===== src/rtl/fp_add_pkg.sv =====
// Shared types and field constants for the single-precision adder controller.
package fp_add_pkg;

   typedef enum logic [2:0] {
      StGetA,
      StGetB,
      StExec,
      StWrite,
      StDone
   } state_e;

   localparam int unsigned EXP_MSB      = 30;
   localparam int unsigned EXP_LSB      = 23;
   localparam logic [7:0]  EXP_ALL_ONES = 8'hFF;

   localparam int unsigned LAT_CNT_W = 4;

   // Exponent all ones marks Inf or NaN.
   function automatic logic is_special(input logic [31:0] word);
      return word[EXP_MSB:EXP_LSB] == EXP_ALL_ONES;
   endfunction

endpackage


===== src/rtl/fp_add_lat_cnt.sv =====
// Loadable down-counter timing the adder pipeline; saturates at zero.
module fp_add_lat_cnt
   import fp_add_pkg::*;
(
   input  logic                 clk,
   input  logic                 reset,
   input  logic                 load,
   input  logic [LAT_CNT_W-1:0] load_val,
   input  logic                 en,
   output logic                 zero
);

   logic [LAT_CNT_W-1:0] cnt_q, cnt_d;

   always_comb begin
      cnt_d = cnt_q;
      if (load) begin
         cnt_d = load_val;
      end else if (en && (cnt_q != '0)) begin
         cnt_d = cnt_q - 1'b1;
      end
   end

   always_ff @(posedge clk or negedge reset) begin
      if (!reset) begin
         cnt_q <= '0;
      end else begin
         cnt_q <= cnt_d;
      end
   end

   assign zero = (cnt_q == '0);

endmodule


===== src/rtl/fp_add_ctrl.sv =====
// Sequencing controller for the FP adder: operand capture, pipeline stepping, result hand-off.
// Define FP_ADD_CTRL_SPECIAL_EN to bypass the pipeline when either operand is Inf/NaN.
module fp_add_ctrl
   import fp_add_pkg::*;
#(
   parameter int unsigned ADD_LATENCY = 3,
   parameter int unsigned CNT_W       = 16
) (
   input  logic             clk,
   input  logic             reset,
   input  logic             in_valid,
   input  logic [31:0]      in_data,
   output logic             in_ready,
   output logic             ld_a,
   output logic             ld_b,
   output logic             stage_en,
   output logic             ld_res,
   output logic             sel_special,
   output logic             out_valid,
   input  logic             out_ready,
   output logic             busy,
   output logic [CNT_W-1:0] done_cnt
);

   localparam logic [LAT_CNT_W-1:0] LAT_LOAD = LAT_CNT_W'(ADD_LATENCY - 1);

   state_e           state_q, state_d;
   logic [CNT_W-1:0] done_cnt_q, done_cnt_d;
   logic             cnt_load;
   logic             cnt_en;
   logic             cnt_zero;
   logic             special_hit;

   fp_add_lat_cnt u_lat_cnt (
      .clk      (clk),
      .reset    (reset),
      .load     (cnt_load),
      .load_val (LAT_LOAD),
      .en       (cnt_en),
      .zero     (cnt_zero)
   );

   // Outputs are forced low while reset is held, including the Mealy in_ready.
   always_comb begin
      state_d    = state_q;
      done_cnt_d = done_cnt_q;
      in_ready   = 1'b0;
      ld_a       = 1'b0;
      ld_b       = 1'b0;
      stage_en   = 1'b0;
      ld_res     = 1'b0;
      out_valid  = 1'b0;
      busy       = 1'b0;
      cnt_load   = 1'b0;
      cnt_en     = 1'b0;
      if (reset) begin
         busy = (state_q != StGetA);
         unique case (state_q)
            StGetA: begin
               in_ready = 1'b1;
               if (in_valid) begin
                  ld_a    = 1'b1;
                  state_d = StGetB;
               end
            end
            StGetB: begin
               in_ready = 1'b1;
               if (in_valid) begin
                  ld_b     = 1'b1;
                  cnt_load = 1'b1;
                  state_d  = special_hit ? StWrite : StExec;
               end
            end
            StExec: begin
               stage_en = 1'b1;
               cnt_en   = 1'b1;
               if (cnt_zero) begin
                  state_d = StWrite;
               end
            end
            StWrite: begin
               ld_res  = 1'b1;
               state_d = StDone;
            end
            StDone: begin
               out_valid = 1'b1;
               if (out_ready) begin
                  done_cnt_d = done_cnt_q + 1'b1;
                  state_d    = StGetA;
               end
            end
            default: begin
               state_d = StGetA;
            end
         endcase
      end
   end

   always_ff @(posedge clk or negedge reset) begin
      if (!reset) begin
         state_q    <= StGetA;
         done_cnt_q <= '0;
      end else begin
         state_q    <= state_d;
         done_cnt_q <= done_cnt_d;
      end
   end

   assign done_cnt = done_cnt_q;

`ifdef FP_ADD_CTRL_SPECIAL_EN
   logic a_special_q;
   logic special_q;

   assign special_hit = a_special_q | is_special(in_data);

   always_ff @(posedge clk or negedge reset) begin
      if (!reset) begin
         a_special_q <= 1'b0;
         special_q   <= 1'b0;
      end else begin
         if (ld_a) begin
            a_special_q <= is_special(in_data);
         end
         if (ld_b) begin
            special_q <= special_hit;
         end
      end
   end

   assign sel_special = ld_res & special_q;
`else
   logic unused_in_data;

   assign special_hit    = 1'b0;
   assign sel_special    = 1'b0;
   assign unused_in_data = ^in_data;
`endif

endmodule


===== config.mk =====
export PLATFORM = sky130hd
export DESIGN_NAME = fp_add_ctrl
export DESIGN_NICKNAME = d
export VERILOG_FILES = /design/src/rtl/fp_add_pkg.sv /design/src/rtl/fp_add_lat_cnt.sv /design/src/rtl/fp_add_ctrl.sv
export SDC_FILE = /design/constraint.sdc
export NUM_CORES = 1
export LEC_CHECK = 0
export ABC_AREA = 1
export CAP_MARGIN = 5
export CORE_MARGIN = 2
export CORE_UTILIZATION = 50
export CTS_CLUSTER_SIZE = 25
export DETAILED_ROUTE_END_ITERATION = 8
export DONT_BUFFER_PORTS = 1
export GPL_TIMING_DRIVEN = 0
export HOLD_SLACK_MARGIN = 0.02
export PLACE_DENSITY = 0.68
export SLEW_MARGIN = 10
export SYNTH_ARGS = -nofsm -noshare
export SYNTH_HDL_FRONTEND = slang
export SYNTH_HIERARCHICAL = 1
export SYNTH_SLANG_ARGS = --single-unit

===== constraint.sdc =====
create_clock -name clk -period 1.64 [get_ports clk]
set_input_delay 0.164 -clock clk [delete_from_list [all_inputs] [get_ports clk]]
set_output_delay 0.164 -clock clk [all_outputs]
set_load 0.01 [all_outputs]

Yosys cells after proc, flatten, opt, wreduce, memory -nomap -nowiden
Index checks and enable logic that the tools add are counted.

operators by class
  divide/modulo/power cells = 0
  multipliers = 0
  eq/ne operators = 8
  magnitude comparators = 0
  $add $sub $neg = 2
  shift operators = 0
  multiplexer cells = 21
  reduce and logical (&&, ||, !) cells = 9
  bitwise gates (word level) = 0

operators by type and width
  kind                   number
  $add 16x1->16 const B  1
  $pmux 3 s5             1
  $mux 1                 14
  $mux 3                 4
  $mux 4                 2
  $ne 2x2->1 const B     4
  $eq 3x2->1 const B     2
  $reduce_and 5->1       1
  $logic_not 4->1        1
  $reduce_bool 4->1      1
  $sub 4x1->4 const B    1
  $eq 3x1->1 const B     1
  $eq 3x3->1 const B     1
  $logic_not 3->1        1
  $reduce_and 3->1       1
  $reduce_bool 3->1      1
  $reduce_bool 2->1      1
  $reduce_or 2->1        1
  $logic_and 1x1->1      1

word-level totals
  bits in latches = 0
  memory bits (read-only) = 0
  memories kept = 0
  input bits = 36
  RAM bits = 0
  register bits = 23

Logic depth before layout (Yosys ltp)
  depth after elaboration = 6
  gate-level depth with buffers = 11

By module
The synthesis kept the hierarchy.

by module, submodules not included
  module          times used  cells an instance  sequential area each (um2)  area an instance (um2)
  fp_add_ctrl     1           147                475.5                       1107.3
  fp_add_lat_cnt  1           46                 100.1                       295.3

Least setup slack after synthesis
Ideal clock, no wire load.

  kind = flip-flop to flip-flop
  start = reg state_q[1]
  end = reg u_lat_cnt.cnt_q[3]
  arrival time = 1.759 ns
  library setup time = 0.117 ns
  slack = -0.236 ns
  period minus slack after synthesis = 1.876 ns
  path buffers = 0
  cell stages (with the launch flop) = 9
  path through = dfrtp_1 > inv_1 > nand3_1 > nor3_1 > inv_2 > nand3b_1 > nand2_1 > clkinv_1 > nand2_1

between the ends
  elaborated cells between the ends (all ways) = 9
  classes of those cells = 2 x eq/ne; 5 x mux; 2 x reduce/logical

RTL lines
  what                                         line                  text
  start: declaration                           fp_add_ctrl.sv:27     state_e state_q, state_d;
  start signal: assignment                     fp_add_ctrl.sv:101    state_q <= StGetA;
  start signal: assignment                     fp_add_ctrl.sv:104    state_q <= state_d;
  $eq 3x1->1 (*)                               -
  $mux 1 (*) (2 in series)                     -
  net ld_b                                     fp_add_ctrl.sv:15     output logic ld_b,
  $mux 4 or $reduce_bool 2->1 (tied branches)  -
  end signal: assignment                       fp_add_lat_cnt.sv:28  cnt_q <= cnt_d;
  end: declaration                             fp_add_lat_cnt.sv:13  logic [LAT_CNT_W-1:0] cnt_q, cnt_d;

The timed path passes the listed nets; every way through them passes the cells marked *.
A chain may end at the register's enable or synchronous reset.

Worst setup path after layout
  start = reg state_q[0]
  end = out in_ready

between the ends
  longest elaborated chain between the ends = 4
  elaborated cells between the ends (all ways) = 5
  classes of those cells = 1 x eq/ne; 2 x mux; 2 x reduce/logical

RTL lines
  what                                           line               text
  $eq 3x1->1 or $logic_not 3->1 (tied branches)  fp_add_ctrl.sv:58  unique case (state_q)
  $reduce_or 2->1 (no source line) (*)           -
  $mux 1 (*)                                     fp_add_ctrl.sv:58
  $mux 1 (*)                                     fp_add_ctrl.sv:56  if (reset) begin
  end: declaration                               fp_add_ctrl.sv:13  output logic in_ready,

Mark *: on every way between the ends. The rest lies on a longest branch, timed or not.

==> impl_metrics.csv <==
group,metric,value,unit
status,outcome,"complete, no violations",
global_route,grt_pass1_wl,4.409,mm
route,vias_per_cell,4.987,
synthesis,synthCells,193,
global_route,gr-total-overflow,0,
cells_and_area,drive_above_1_share,0.1576,
sta,finalCritPeriodShare,0.9717,
sta,fin_crit,1.594,ns
route,drc,0,
route,ant_nets,0,
sta,final.setup_skew,0.01271,ns
critical_path,slowest_delay,0.50,ns
power,max-vdd-ir-drop,0.8815,mV
route,dr.pass1.iters,4,
critical_path,critPathSlowestCell,"dfrtp_1",
sta,finalSetupTns,0,ns
route,wl_per_cell,11.53,um
route,routed_wl,2.699,mm
floorplan,die_y,56.97,um
sta,setup_violations,0,
floorplan,die_width,56.97,um
global_route,grt_max_degree,25,
route,drtIter0Drc,50,
placement,dp_hpwl,1.909,mm
power,p_per_area,1203,nW/um2
critical_path,cp_data_arrival_time,1.43,ns
clock_tree,cts.sinks,23,
global_route,grt_usage,0.1705,
critical_path,crit_required,1.48,ns
critical_path,path_cells,"nor2_2 > nand2_2 > a21oi_1",
placement,post-place-ws,-0.1306,ns
synthesis,synth.distinct_cells,24,
synthesis,yosys_warnings,6,
critical_path,critPathKind,"flop to output port",
clock_tree,numCtsBuffers,3,
synthesis,synth_seq_area_share,0.4103,
placement,io_buffers,0,
cells_and_area,nNetsFinal,242,
min_path,min-delay-path-class,"input pin to flop",
clock_tree,clk_pin_slew,0.13,ns
sta,timing.final.hold_violations,0,
synthesis,synth-seq-cells,23,
sta,fmax,627.5,MHz
clock_tree,cts_tree,"yes",
placement,placed_cells,227,
sta,rsz0062_at_grt,"true",
sta,layout_setup_ws,0.04640,ns
floorplan,io_pins,60,
clock_tree,clockRootBuffer,"clkbuf_4",
floorplan,initial_core_util,0.5175,
flow_run,drv_cap,0,
critical_path,end_kind,"output port",
cells_and_area,insertedDiodeCount,0,
cells_and_area,stdcell_count,234,
route,vias,1167,
global_route,grt_pass1_vias,1055,
clock_tree,clockBufferDepth,2,
clock_tree,worst_skew_pair.late_latency,0.32,ns
critical_path,crit_fanout,5,
power,power_leakage,0.8150,nW
synthesis,postSynthAreaPerCell,7.267,um2
floorplan,rows,19,
placement,gp_congestion,0.7718,
floorplan,core-area,2710,um2
sta,drv_slew,0,
critical_path,worst_setup_path_start_kind,"flop",
cells_and_area,area_growth,11.60,%
clock_tree,htree_levels,1,
floorplan,die-area,3245,um2
global_route,antenna_found_initial,0,
synthesis,synth_area,1403,um2
==> critical path: cells and delay by family, from the launching register on <==
kind             cells  cell delay [ns]
AND/OR/NAND/NOR      2             0.35
flip-flops           1             0.50
AO/OA/AOI/OAI        1             0.26
==> sequential cells by signal, summed over array words and instances, names as in the netlist <==
register / count
done_cnt: 16
u_lat_cnt/cnt_q: 4
state_q: 3
==> kinds of logic (layout without fill, tap and decap cells) <==
logic type	Yosys count	count (layout)	synth area share
AND/OR/NAND/NOR	127	128	0.4273
other	2	5	0.005354
buffers and inverters	27	33	0.07493
flip-flops	23	23	0.4103
AO/OA/AOI/OAI	4	4	0.01427
XOR/XNOR	8	8	0.04995
adder cells (fa/ha/maj)	2	2	0.01784
==> final timing paths <==
kind                       cells after the start                  to                from  slack [ns]
max in group asynchronous                      2         done_cnt[0]               reset        1.21
setup / recovery                               3            in_ready          state_q[0]        0.05
hold / removal                                 4          state_q[1]               reset        0.08
setup reg to reg                               8  u_lat_cnt/cnt_q[3]          state_q[2]        0.12
min in group asynchronous                      2         done_cnt[7]               reset        0.26
hold reg to reg                                2  u_lat_cnt/cnt_q[0]  u_lat_cnt/cnt_q[0]        0.55
==> synth_stat cells <==
master	count	share of area
ha_1	2	0.018
inv_2	2	0.0054
o21ai_0	2	0.0071
nand2_2	5	0.022
nand3_1	16	0.057
inv_1	23	0.062
nor2_8	1	0.014
nand3_4	1	0.012
xnor2_1	4	0.025
dfrtp_1	23	0.41
nor2_2	3	0.013
nor3_1	4	0.014
nor2_1	16	0.043
nor2_4	2	0.016
buf_4	1	0.0054
xor2_1	4	0.025
nand3_2	1	0.0071
clkinv_1	1	0.0027
nand3b_1	3	0.016
nand2_1	71	0.19
nand2_4	1	0.0080
nand4_1	3	0.013
conb_1	2	0.0054
a21oi_1	2	0.0071
==> where the power goes <==
group | internal (mW) | switching, mW
sequential | 0.677 | 0.173
combinational | 0.272 | 0.492
clock | 0.0950 | 0.173
==> area by class of cell <==
| type | instances | area [um2] |
|---|---|---|
| Inverter | 26 | 97.59 |
| Sequential cell | 23 | 578.1 |
| Fill cell | 246 | 1145 |
| Tap cell | 31 | 38.79 |
| Buffer | 1 | 7.507 |
| Clock buffer | 4 | 26.28 |
| Timing Repair Buffer | 2 | 30.03 |
| Multi-Input combinational cell | 147 | 787.0 |
==> through the flow <==
step | power, mW | util | area [um2] | hold slack, ns
6_report | 1.883 | 0.5776 | 1565 | 0.07950
2_1_floorplan | 1.388 | - | 1419 | -0.1316
4_1_cts | 1.842 | 0.5651 | 1531 | 0.07461
3_3_place_gp | 1.491 | 0.5379 | 1458 | -0.1310
5_1_grt | 2.053 | 0.5776 | 1565 | 0.09016
3_5_place_dp | 1.522 | 0.5379 | 1458 | -0.1310
==> metal layers <==
layer | vias up | share of wire | wire [um] | track usage
met4 | 0 | 0.013 | 36 | 0.05980
li1 | 610 | - | - | -
met2 | 29 | 0.50 | 1354 | 0.2906
met5 | - | 0 | 0 | 0
met3 | 4 | 0.038 | 102 | 0.03628
met1 | 524 | 0.45 | 1205 | 0.2143
==> cell usage in the layout (no fill, tap or decap) <==
master,n
nor2_2,6
buf_12,1
conb_1,5
nand3_2,1
nor2_1,12
clkinv_1,1
nand3b_1,3
dfrtp_1,21
nand2_2,5
nand2_4,1
nand4_1,3
nor3_4,1
nand3_4,2
ha_1,2
buf_4,1
nor2_8,1
a21oi_1,2
xnor2_1,4
o21ai_0,2
nor2_4,3
inv_2,3
inv_1,22
clkbuf_4,3
xor2_1,4
clkbuf_1,1
dlygate4sd3_1,1
nand3_1,15
nand2_1,71
nor3_2,2
nor3_1,2
dfrtp_2,2
==> repair_timing <==
item                       4_1_cts  5_1_grt
hold buffers                     2        0
resized for setup                5        7
setup endpoints to repair        7       14
pin swaps                        0        1
hold endpoints to repair        24        0
gates cloned                     0        1
buffers inserted                 0        0
Note: power is estimated with default switching activity, not from simulation.
